===== src/rtl/alu_cmd_ctrl_if.sv =====
// rtl/alu_cmd_ctrl_if.sv - RX byte, ALU and TX-FIFO signal bundle for alu_cmd_ctrl
interface alu_cmd_ctrl_if #(
    parameter int DATA_WIDTH    = 8,
    parameter int ALU_FUN_WIDTH = 4,
    parameter int ALU_OUT_WIDTH = 16
);
    logic [DATA_WIDTH-1:0]    RX_P_DATA;
    logic                     RX_D_VLD;
    logic [ALU_OUT_WIDTH-1:0] ALU_OUT;
    logic                     ALU_OUT_VLD;
    logic                     FIFO_FULL;
    logic [DATA_WIDTH-1:0]    ALU_A;
    logic [DATA_WIDTH-1:0]    ALU_B;
    logic [ALU_FUN_WIDTH-1:0] ALU_FUN;
    logic                     ALU_EN;
    logic [DATA_WIDTH-1:0]    WR_DATA;
    logic                     WR_INC;
    logic                     BUSY;

    // master: the command controller; slave: the RX path, ALU and FIFO around it
    modport master (
        input  RX_P_DATA, RX_D_VLD, ALU_OUT, ALU_OUT_VLD, FIFO_FULL,
        output ALU_A, ALU_B, ALU_FUN, ALU_EN, WR_DATA, WR_INC, BUSY
    );

    modport slave (
        output RX_P_DATA, RX_D_VLD, ALU_OUT, ALU_OUT_VLD, FIFO_FULL,
        input  ALU_A, ALU_B, ALU_FUN, ALU_EN, WR_DATA, WR_INC, BUSY
    );
endinterface


===== src/rtl/alu_cmd_ctrl.sv =====
// rtl/alu_cmd_ctrl.sv - parses RX command frames, runs the ALU and pushes the result to the TX FIFO
module alu_cmd_ctrl #(
    parameter int                    DATA_WIDTH    = 8,
    parameter int                    ALU_FUN_WIDTH = 4,
    parameter int                    ALU_OUT_WIDTH = 16,
    parameter int                    TIMEOUT       = 15,
    parameter logic [DATA_WIDTH-1:0] CMD_ALU_OP    = 8'hCC,
    parameter logic [DATA_WIDTH-1:0] CMD_ALU_NOP   = 8'hDD,
    parameter logic [DATA_WIDTH-1:0] ERR_BYTE      = 8'hEE
) (
    input  logic          CLK,
    input  logic          RST,
    alu_cmd_ctrl_if.master bus
);
    localparam int CNT_W = $clog2(TIMEOUT + 1);

    typedef enum logic [2:0] {
        IDLE, GET_A, GET_B, GET_FUN, ALU_RUN, SEND_LO, SEND_HI, SEND_ERR
    } state_t;

    state_t                   state_q, state_nxt;
    logic [DATA_WIDTH-1:0]    alu_a_q, alu_a_nxt;
    logic [DATA_WIDTH-1:0]    alu_b_q, alu_b_nxt;
    logic [ALU_FUN_WIDTH-1:0] alu_fun_q, alu_fun_nxt;
    logic                     alu_en_q, alu_en_nxt;
    logic [DATA_WIDTH-1:0]    wr_data_q, wr_data_nxt;
    logic                     wr_inc_q, wr_inc_nxt;
    logic                     busy_q, busy_nxt;
    logic [ALU_OUT_WIDTH-1:0] result_q, result_nxt;
    logic [CNT_W-1:0]         cnt_q, cnt_nxt;
    logic [CNT_W-1:0]         cnt_inc;

    assign cnt_inc = cnt_q + CNT_W'(1);

    always_ff @(posedge CLK or negedge RST) begin
        if (!RST) begin
            state_q   <= IDLE;
            alu_a_q   <= '0;
            alu_b_q   <= '0;
            alu_fun_q <= '0;
            alu_en_q  <= 1'b0;
            wr_data_q <= '0;
            wr_inc_q  <= 1'b0;
            busy_q    <= 1'b0;
            result_q  <= '0;
            cnt_q     <= '0;
        end else begin
            state_q   <= state_nxt;
            alu_a_q   <= alu_a_nxt;
            alu_b_q   <= alu_b_nxt;
            alu_fun_q <= alu_fun_nxt;
            alu_en_q  <= alu_en_nxt;
            wr_data_q <= wr_data_nxt;
            wr_inc_q  <= wr_inc_nxt;
            busy_q    <= busy_nxt;
            result_q  <= result_nxt;
            cnt_q     <= cnt_nxt;
        end
    end

    always_comb begin
        state_nxt   = state_q;
        alu_a_nxt   = alu_a_q;
        alu_b_nxt   = alu_b_q;
        alu_fun_nxt = alu_fun_q;
        alu_en_nxt  = alu_en_q;
        wr_data_nxt = wr_data_q;
        wr_inc_nxt  = 1'b0;
        result_nxt  = result_q;
        cnt_nxt     = cnt_q;

        case (state_q)
            IDLE: begin
                if (bus.RX_D_VLD) begin
                    if (bus.RX_P_DATA == CMD_ALU_OP) begin
                        state_nxt = GET_A;
                    end else if (bus.RX_P_DATA == CMD_ALU_NOP) begin
                        state_nxt = GET_FUN;
                    end
                end
            end
            GET_A: begin
                if (bus.RX_D_VLD) begin
                    alu_a_nxt = bus.RX_P_DATA;
                    state_nxt = GET_B;
                end
            end
            GET_B: begin
                if (bus.RX_D_VLD) begin
                    alu_b_nxt = bus.RX_P_DATA;
                    state_nxt = GET_FUN;
                end
            end
            GET_FUN: begin
                if (bus.RX_D_VLD) begin
                    alu_fun_nxt = bus.RX_P_DATA[ALU_FUN_WIDTH-1:0];
                    alu_en_nxt  = 1'b1;
                    cnt_nxt     = '0;
                    state_nxt   = ALU_RUN;
                end
            end
            ALU_RUN: begin
                // a result arriving on the final wait cycle still beats the timeout
                if (bus.ALU_OUT_VLD) begin
                    result_nxt = bus.ALU_OUT;
                    alu_en_nxt = 1'b0;
                    state_nxt  = SEND_LO;
                end else if (cnt_inc == CNT_W'(TIMEOUT)) begin
                    cnt_nxt    = cnt_inc;
                    alu_en_nxt = 1'b0;
                    state_nxt  = SEND_ERR;
                end else begin
                    cnt_nxt = cnt_inc;
                end
            end
            SEND_LO: begin
                if (!bus.FIFO_FULL) begin
                    wr_data_nxt = result_q[DATA_WIDTH-1:0];
                    wr_inc_nxt  = 1'b1;
                    state_nxt   = SEND_HI;
                end
            end
            SEND_HI: begin
                if (!bus.FIFO_FULL) begin
                    wr_data_nxt = result_q[2*DATA_WIDTH-1:DATA_WIDTH];
                    wr_inc_nxt  = 1'b1;
                    state_nxt   = IDLE;
                end
            end
            SEND_ERR: begin
                if (!bus.FIFO_FULL) begin
                    wr_data_nxt = ERR_BYTE;
                    wr_inc_nxt  = 1'b1;
                    state_nxt   = IDLE;
                end
            end
            default: begin
                state_nxt = IDLE;
            end
        endcase

        busy_nxt = (state_nxt != IDLE);
    end

    assign bus.ALU_A   = alu_a_q;
    assign bus.ALU_B   = alu_b_q;
    assign bus.ALU_FUN = alu_fun_q;
    assign bus.ALU_EN  = alu_en_q;
    assign bus.WR_DATA = wr_data_q;
    assign bus.WR_INC  = wr_inc_q;
    assign bus.BUSY    = busy_q;
endmodule

===== src/flat_wrapper.sv =====
// flat-port wrapper written by rule: the top's interface ports become plain ports
module alu_cmd_ctrl_flat 
#(
    parameter int                    DATA_WIDTH    = 8,
    parameter int                    ALU_FUN_WIDTH = 4,
    parameter int                    ALU_OUT_WIDTH = 16,
    parameter int                    TIMEOUT       = 15,
    parameter logic [DATA_WIDTH-1:0] CMD_ALU_OP    = 8'hCC,
    parameter logic [DATA_WIDTH-1:0] CMD_ALU_NOP   = 8'hDD,
    parameter logic [DATA_WIDTH-1:0] ERR_BYTE      = 8'hEE
)
  (CLK, RST, bus_RX_P_DATA, bus_RX_D_VLD, bus_ALU_OUT, bus_ALU_OUT_VLD, bus_FIFO_FULL, bus_ALU_A, bus_ALU_B, bus_ALU_FUN, bus_ALU_EN, bus_WR_DATA, bus_WR_INC, bus_BUSY);
  alu_cmd_ctrl_if #(.DATA_WIDTH(DATA_WIDTH), .ALU_FUN_WIDTH(ALU_FUN_WIDTH), .ALU_OUT_WIDTH(ALU_OUT_WIDTH)) bus_i ();
  input  logic CLK;
  input  logic RST;
  input wire logic [$bits(bus_i.RX_P_DATA)-1:0] bus_RX_P_DATA;
  input wire logic [$bits(bus_i.RX_D_VLD)-1:0] bus_RX_D_VLD;
  input wire logic [$bits(bus_i.ALU_OUT)-1:0] bus_ALU_OUT;
  input wire logic [$bits(bus_i.ALU_OUT_VLD)-1:0] bus_ALU_OUT_VLD;
  input wire logic [$bits(bus_i.FIFO_FULL)-1:0] bus_FIFO_FULL;
  output wire logic [$bits(bus_i.ALU_A)-1:0] bus_ALU_A;
  output wire logic [$bits(bus_i.ALU_B)-1:0] bus_ALU_B;
  output wire logic [$bits(bus_i.ALU_FUN)-1:0] bus_ALU_FUN;
  output wire logic [$bits(bus_i.ALU_EN)-1:0] bus_ALU_EN;
  output wire logic [$bits(bus_i.WR_DATA)-1:0] bus_WR_DATA;
  output wire logic [$bits(bus_i.WR_INC)-1:0] bus_WR_INC;
  output wire logic [$bits(bus_i.BUSY)-1:0] bus_BUSY;
  assign bus_i.RX_P_DATA = bus_RX_P_DATA;
  assign bus_i.RX_D_VLD = bus_RX_D_VLD;
  assign bus_i.ALU_OUT = bus_ALU_OUT;
  assign bus_i.ALU_OUT_VLD = bus_ALU_OUT_VLD;
  assign bus_i.FIFO_FULL = bus_FIFO_FULL;
  assign bus_ALU_A = bus_i.ALU_A;
  assign bus_ALU_B = bus_i.ALU_B;
  assign bus_ALU_FUN = bus_i.ALU_FUN;
  assign bus_ALU_EN = bus_i.ALU_EN;
  assign bus_WR_DATA = bus_i.WR_DATA;
  assign bus_WR_INC = bus_i.WR_INC;
  assign bus_BUSY = bus_i.BUSY;
  alu_cmd_ctrl #(.DATA_WIDTH(DATA_WIDTH), .ALU_FUN_WIDTH(ALU_FUN_WIDTH), .ALU_OUT_WIDTH(ALU_OUT_WIDTH), .TIMEOUT(TIMEOUT), .CMD_ALU_OP(CMD_ALU_OP), .CMD_ALU_NOP(CMD_ALU_NOP), .ERR_BYTE(ERR_BYTE)) u_core (.CLK(CLK), .RST(RST), .bus(bus_i));
endmodule

===== config.mk =====
export PLATFORM = sky130hd
export DESIGN_NAME = alu_cmd_ctrl_flat
export DESIGN_NICKNAME = d
export VERILOG_FILES = /design/src/rtl/alu_cmd_ctrl_if.sv /design/src/rtl/alu_cmd_ctrl.sv /design/src/flat_wrapper.sv
export SDC_FILE = /design/constraint.sdc
export NUM_CORES = 1
export LEC_CHECK = 0
export CAP_MARGIN = 10
export CORE_AREA = 2 2 85 79
export CTS_CLUSTER_SIZE = 40
export DETAILED_ROUTE_END_ITERATION = 10
export DIE_AREA = 0 0 87 81
export GPL_TIMING_DRIVEN = 0
export PLACE_DENSITY = 0.64
export SLEW_MARGIN = 20
export SYNTH_ARGS = -nofsm -noshare
export SYNTH_HDL_FRONTEND = slang
export SYNTH_SLANG_ARGS = --single-unit

===== constraint.sdc =====
create_clock -name CLK -period 4.4 [get_ports CLK]
set_input_delay 1.32 -clock CLK [delete_from_list [all_inputs] [get_ports CLK]]
set_output_delay 1.32 -clock CLK [all_outputs]
set_load 0.05 [all_outputs]

Word-level counts from Yosys, hierarchy flattened:

Cells that the tools add are included.

* memory bits (writable): 0
* word-level logic and storage cells: 64
* latch bits: 0
* ROM bits: 0
* flip-flop bits (word level): 54
* memories: 0

* multiplexer cells: 24
* $lt $le $gt $ge: 0
* shift-type cells: 0
* eq/ne operators: 16
* reduce and logical (&&, ||, !) cells: 13
* div/mod/pow operators: 0
* add/subtract/negate cells: 1
* multipliers: 0
* bitwise operators: 0

Operators with widths (count)
* two-way mux 3 bit: 10
* two-way mux 8 bit: 3
* case mux 8 bit (3 select lines): 1
* case mux 3 bit (7 select lines): 1
* equality test 8 bit, second input constant: 2
* equality test 3 bit, second input constant: 4
* inequality test 2 bit, second input constant: 5
* two-way mux 4 bit: 2
* case mux 4 bit (2 select lines): 1
* AND reduction 2 bit: 4
* equality test 3 x 2 -> 1 bit, second input constant: 2
* AND reduction 3 bit: 2
* nonzero test 3 bit: 2
* two-way mux 1 bit: 5
* adder 4 x 1 -> 4 bit, second input constant: 1
* equality test 4 bit, second input constant: 1
* AND reduction 4 bit: 1
* equality test 3 x 1 -> 1 bit, second input constant: 1
* zero test 3 bit: 1
* inequality test 3 x 2 -> 1 bit, second input constant: 1
* OR reduction 3 bit: 1
* case mux 1 bit (2 select lines): 1
* nonzero test 2 bit: 1
* OR reduction 2 bit: 1

Logic depth before layout (Yosys ltp):

* depth in word-level cells: 6
* mapped depth: 7

Worst setup path before layout:

No wires, ideal clock.

* kind: input -> register
* start point: in bus_FIFO_FULL
* end point: reg u_core.wr_data_q[0] (netlist: u_core.bus.WR_DATA[0])
* arrival time: 2169 ps
* cell stages on the path: 6
* setup slack: 2100 ps
* cell sequence: nand2b_1 or2_2 clkbuf_1 buf_2 nand2_1 o21ai_0

* word-level cells in the longest chain between the ends: 2
* elaborated cells between the ends (all ways): 4

RTL lines
* start: declaration: RTL line flat_wrapper.sv:20 `input wire logic [$bits(bus_i.FIFO_FULL)-1:0] bus_FIFO_FULL;`
* inequality test 2 bit (no line)
* AND reduction 4 bit (no line) *
* end signal: assignment: RTL line alu_cmd_ctrl.sv:53 `wr_data_q <= wr_data_nxt;`
* end: declaration: RTL line alu_cmd_ctrl.sv:26 `logic [DATA_WIDTH-1:0] wr_data_q, wr_data_nxt;`

Mark *: on every way between the ends. The rest lies on a longest branch, timed or not.
A chain may end at the register's enable or synchronous reset.

Final worst setup path:

* start point: reg u_core.alu_fun_q[1] (netlist: u_core.bus.ALU_FUN[1])
* end point: out bus_ALU_FUN[1]

RTL lines
* start: declaration: RTL line alu_cmd_ctrl.sv:24 `logic [ALU_FUN_WIDTH-1:0] alu_fun_q, alu_fun_nxt;`
* start signal: assignment: RTL line alu_cmd_ctrl.sv:51 `alu_fun_q <= alu_fun_nxt;`
* end: declaration: RTL line flat_wrapper.sv:23 `output wire logic [$bits(bus_i.ALU_FUN)-1:0] bus_ALU_FUN;`

No word-level cell between the ends.

==> results by group <==
Status
  • Run status: complete, no violations

Layout
  • Diodes inserted: 0
  • Number of nets at the end of the flow: slightly below 300
  • Util after Layout: slightly below 50%
  • Fillers: approximately 580
  • Area growth syn-to-layout: 33.0%
  • Share of cells above drive strength 1: 21.5%

Synth
  • Nets in the synthesized netlist: between 200 and 250
  • Yosys reg bits: 54
  • Fraction of registers with async set or reset after synthesis: 100%
  • Main flop type after synthesis: sky130_fd_sc_hd__dfrtp_1
  • Synth unique cells: 37
  • Share of the synthesized area in the top cell type: approximately 58%
  • Mapped Cells: ~190
  • Biggest area contributors in the synthesized netlist: sky130_fd_sc_hd__dfrtp_1 58%, sky130_fd_sc_hd__mux2_2 17%, sky130_fd_sc_hd__o21ai_0 3.0%, sky130_fd_sc_hd__nor2_1 2.4%, sky130_fd_sc_hd__nand2_1 2.1%
  • Syn Std Cell Area: about 2300 sq um
  • Avg Cell Area, Syn: roughly 12 sq um
  • Number of flops mapped to enable cells by yosys: 0
  • Synthesis Warnings: 0
  • Library cell with the highest instance count after synthesis: sky130_fd_sc_hd__dfrtp_1
  • Cell taking the most area after synthesis: sky130_fd_sc_hd__dfrtp_1
  • Most frequent cells after synthesis: 54 x sky130_fd_sc_hd__dfrtp_1, 36 x sky130_fd_sc_hd__mux2_2, 15 x sky130_fd_sc_hd__nor2_1
  • Sequential area share after synthesis: between 50% and 60%

STA
  • Post-route fraction of the period consumed by the critical path: between 60 and 70%
  • Slew margin rel.: a little over half
  • Max-slew violation count: 0
  • Final Critical Period: 2.80 ns
  • Unrepaired setup endpoints after global routing: false
  • Worst-case clock skew: around 0.0066 ns
  • Least-Margin Pin Slew: roughly 0.68 ns
  • Endpoints failing setup: 0
  • Maximum clock frequency: about 0.36 GHz
  • Final setup TNS: 0 ns
  • Hold Violations, Final: 0

Global route
  • Total congestion overflow: 0
  • Antenna violations before repair: 0
  • Global-route wire length before repair: just over 8 mm
  • Vias in the first global route: 1698
  • Pin count of the biggest net entering global routing: 55
  • Total track usage: 14.9%

Place
  • RD Place Congestion: about 0.78
  • Post-detailed-placement half-perimeter wirelength: 3.51 mm
  • Number of buffers added on ports: 59

Power and ir drop
  • Worst-case vdd ir drop: 0.452 mV
  • Total power density per cell area: around 780 nW/um^2
  • Reported leakage power: 0.00133 uW

CTS
  • Count of H-tree levels built during CTS: 2
  • Clock-pin transition on the worst setup and hold timing paths: ~0.090 ns
  • Root buffer cell: sky130_fd_sc_hd__clkbuf_8
  • Clock latency at the later pin of the worst-skew pair: approximately 0.30 ns
  • Hold buffer count at cts: 0
  • Total clock sinks: 54
  • Post-CTS Resized: 0
  • Number of CTS-inserted buffers: 5
  • Clock tree from TritonCTS: done
  • Bufs on Longest Clock Path: 2
  • Post-CTS repair timing setup buffer count: 0

Route
  • Total routed wirelength: roughly 4.8 mm
  • Number of nets with antenna violations after detailed routing: 0
  • Initial drt markers: between 70 and 80
  • Number of search-and-repair iterations in the first detailed-routing pass: 4
  • Wire length per cell after detailed routing: roughly 14 um
  • Remaining design rule violation count: 0
  • Vias after detailed routing: between 1.5k and 2k
  • Mean number of vias per cell: slightly below 5

Flow run
  • Max capacitance violation total: 0

Worst hold path
  • Type of the most critical hold path: flip-flop to flip-flop

Die
  • I/O pin total: 60
  • Core area: 6270 sq um
  • Initial core utilization: 37.4%
  • Die boundary height: roughly 80 um
  • Standard-cell rows: 28
  • Die Footprint: 7050 sq um
  • Die span in x: about 87 um

Setup path
  • Crit path max-delay cell type: sky130_fd_sc_hd__clkdlybuf4s50_1
  • Required time at the endpoint of the critical path: between 3 and 4 ns
  • Delay of the slowest cell on the worst path: between 0.8 and 0.9 ns
  • Endpoint kind of the worst setup timing path: output port
  • Crit-path cells: clkdlybuf4s50_1
  • Largest delay contributor family on the critical path: buffers and inverters
  • Worst Path Buf+Inv: 1
  • Category of the critical setup timing path: flip-flop to output port
  • Arrival @ worst endpoint: roughly 1.5 ns
  • Worst Setup Start Kind: flip-flop
  • Max Fanout on Critical Path: 2
==> cell families (layout without fill, tap and decap cells) <==
family	after synthesis	in the layout	share of synthesized area, %
adder cells (fa/ha/maj)	2	2	1.07
AND/OR/NAND/NOR	54	54	12.4
AO/OA/AOI/OAI	32	32	8.43
multiplexers	36	36	17.3
XOR/XNOR	1	1	0.374
buffers and inverters	14	81	2.83
flip-flops	54	54	57.6
==> through the flow <==
step	worst slack [ns]	cells	instance area, sq um	total power [uW]	hold slack, ns
floorplan	2.10	193	2340	1740	0.472
global placement	0.314	327	3030	2140	0.468
detailed placement	1.35	327	3030	2160	0.474
CTS	1.58	335	3120	2450	0.496
global route	1.53	335	3120	2580	0.505
finish	1.60	335	3120	2420	0.489
==> cell usage in the layout, fill, tap and decap left out, types with 4 or more instances in the layout <==
cell                               n
sky130_fd_sc_hd__mux2_2           36
sky130_fd_sc_hd__clkdlybuf4s50_1  58
sky130_fd_sc_hd__clkbuf_8          6
sky130_fd_sc_hd__nand3_1           5
sky130_fd_sc_hd__a21oi_1           9
sky130_fd_sc_hd__nor2_1           15
sky130_fd_sc_hd__dfrtp_1          54
sky130_fd_sc_hd__nand2_1          13
sky130_fd_sc_hd__o21ai_0          14
sky130_fd_sc_hd__inv_1             4
sky130_fd_sc_hd__buf_2             5
==> worst register-to-register path, delay by kind of cell, from the launching register on <==
kind	cells	cell delay, ns
adder cells (fa/ha/maj)	1	0.27
AO/OA/AOI/OAI	2	0.39
flip-flops	1	0.45
AND/OR/NAND/NOR	2	0.62
==> area by class of cell <==
type	count	area (sq um)	area share [%]
timing repair buffer	59	588	18.9
clock buffer	7	86.3	2.77
tap	75	93.8	3.01
buffer	9	47.5	1.52
multi-input combinational	125	927	29.7
sequential	54	1350	43.3
clock inverter	1	5.00	0.161
inverter	5	18.8	0.602
==> routing by layer <==
layer,vias to the layer above,wire length (um),track usage [%]
met5,-,0,0
met4,0,44,4.22
met2,31,2140,22.0
met3,4,230,3.86
li1,815,-,-
met1,774,2380,21.5
==> sequential cells by signal (all words and copies together) (netlist names) <==
name                count
u_core.bus.ALU_EN       1
u_core.bus.BUSY         1
u_core.result_q        16
u_core.bus.WR_INC       1
u_core.bus.ALU_FUN      4
u_core.cnt_q            4
u_core.bus.WR_DATA      8
u_core.bus.ALU_B        8
u_core.state_q          3
u_core.bus.ALU_A        8
==> worst paths after layout <==
path / start / endpoint / slack, ns / cells past startpoint
max: u_core.bus.ALU_FUN[1] / bus_ALU_FUN[1] / 1.60 / 1
min in group asynchronous: RST / u_core.bus.ALU_A[0] / 1.04 / 1
max reg2reg: u_core.cnt_q[0] / u_core.bus.BUSY / 2.54 / 5
min reg2reg: u_core.bus.WR_DATA[1] / u_core.bus.WR_DATA[1] / 0.49 / 2
min: u_core.bus.WR_DATA[1] / u_core.bus.WR_DATA[1] / 0.49 / 2
max in group asynchronous: RST / u_core.bus.ALU_FUN[3] / 2.89 / 1
==> where the power goes <==
group / switching [uW] / internal (uW)
clock: 151 / 127
combinational: 784 / 503
sequential: 127 / 727
total: 1060 / 1360
(Power assumes the default switching activity.)
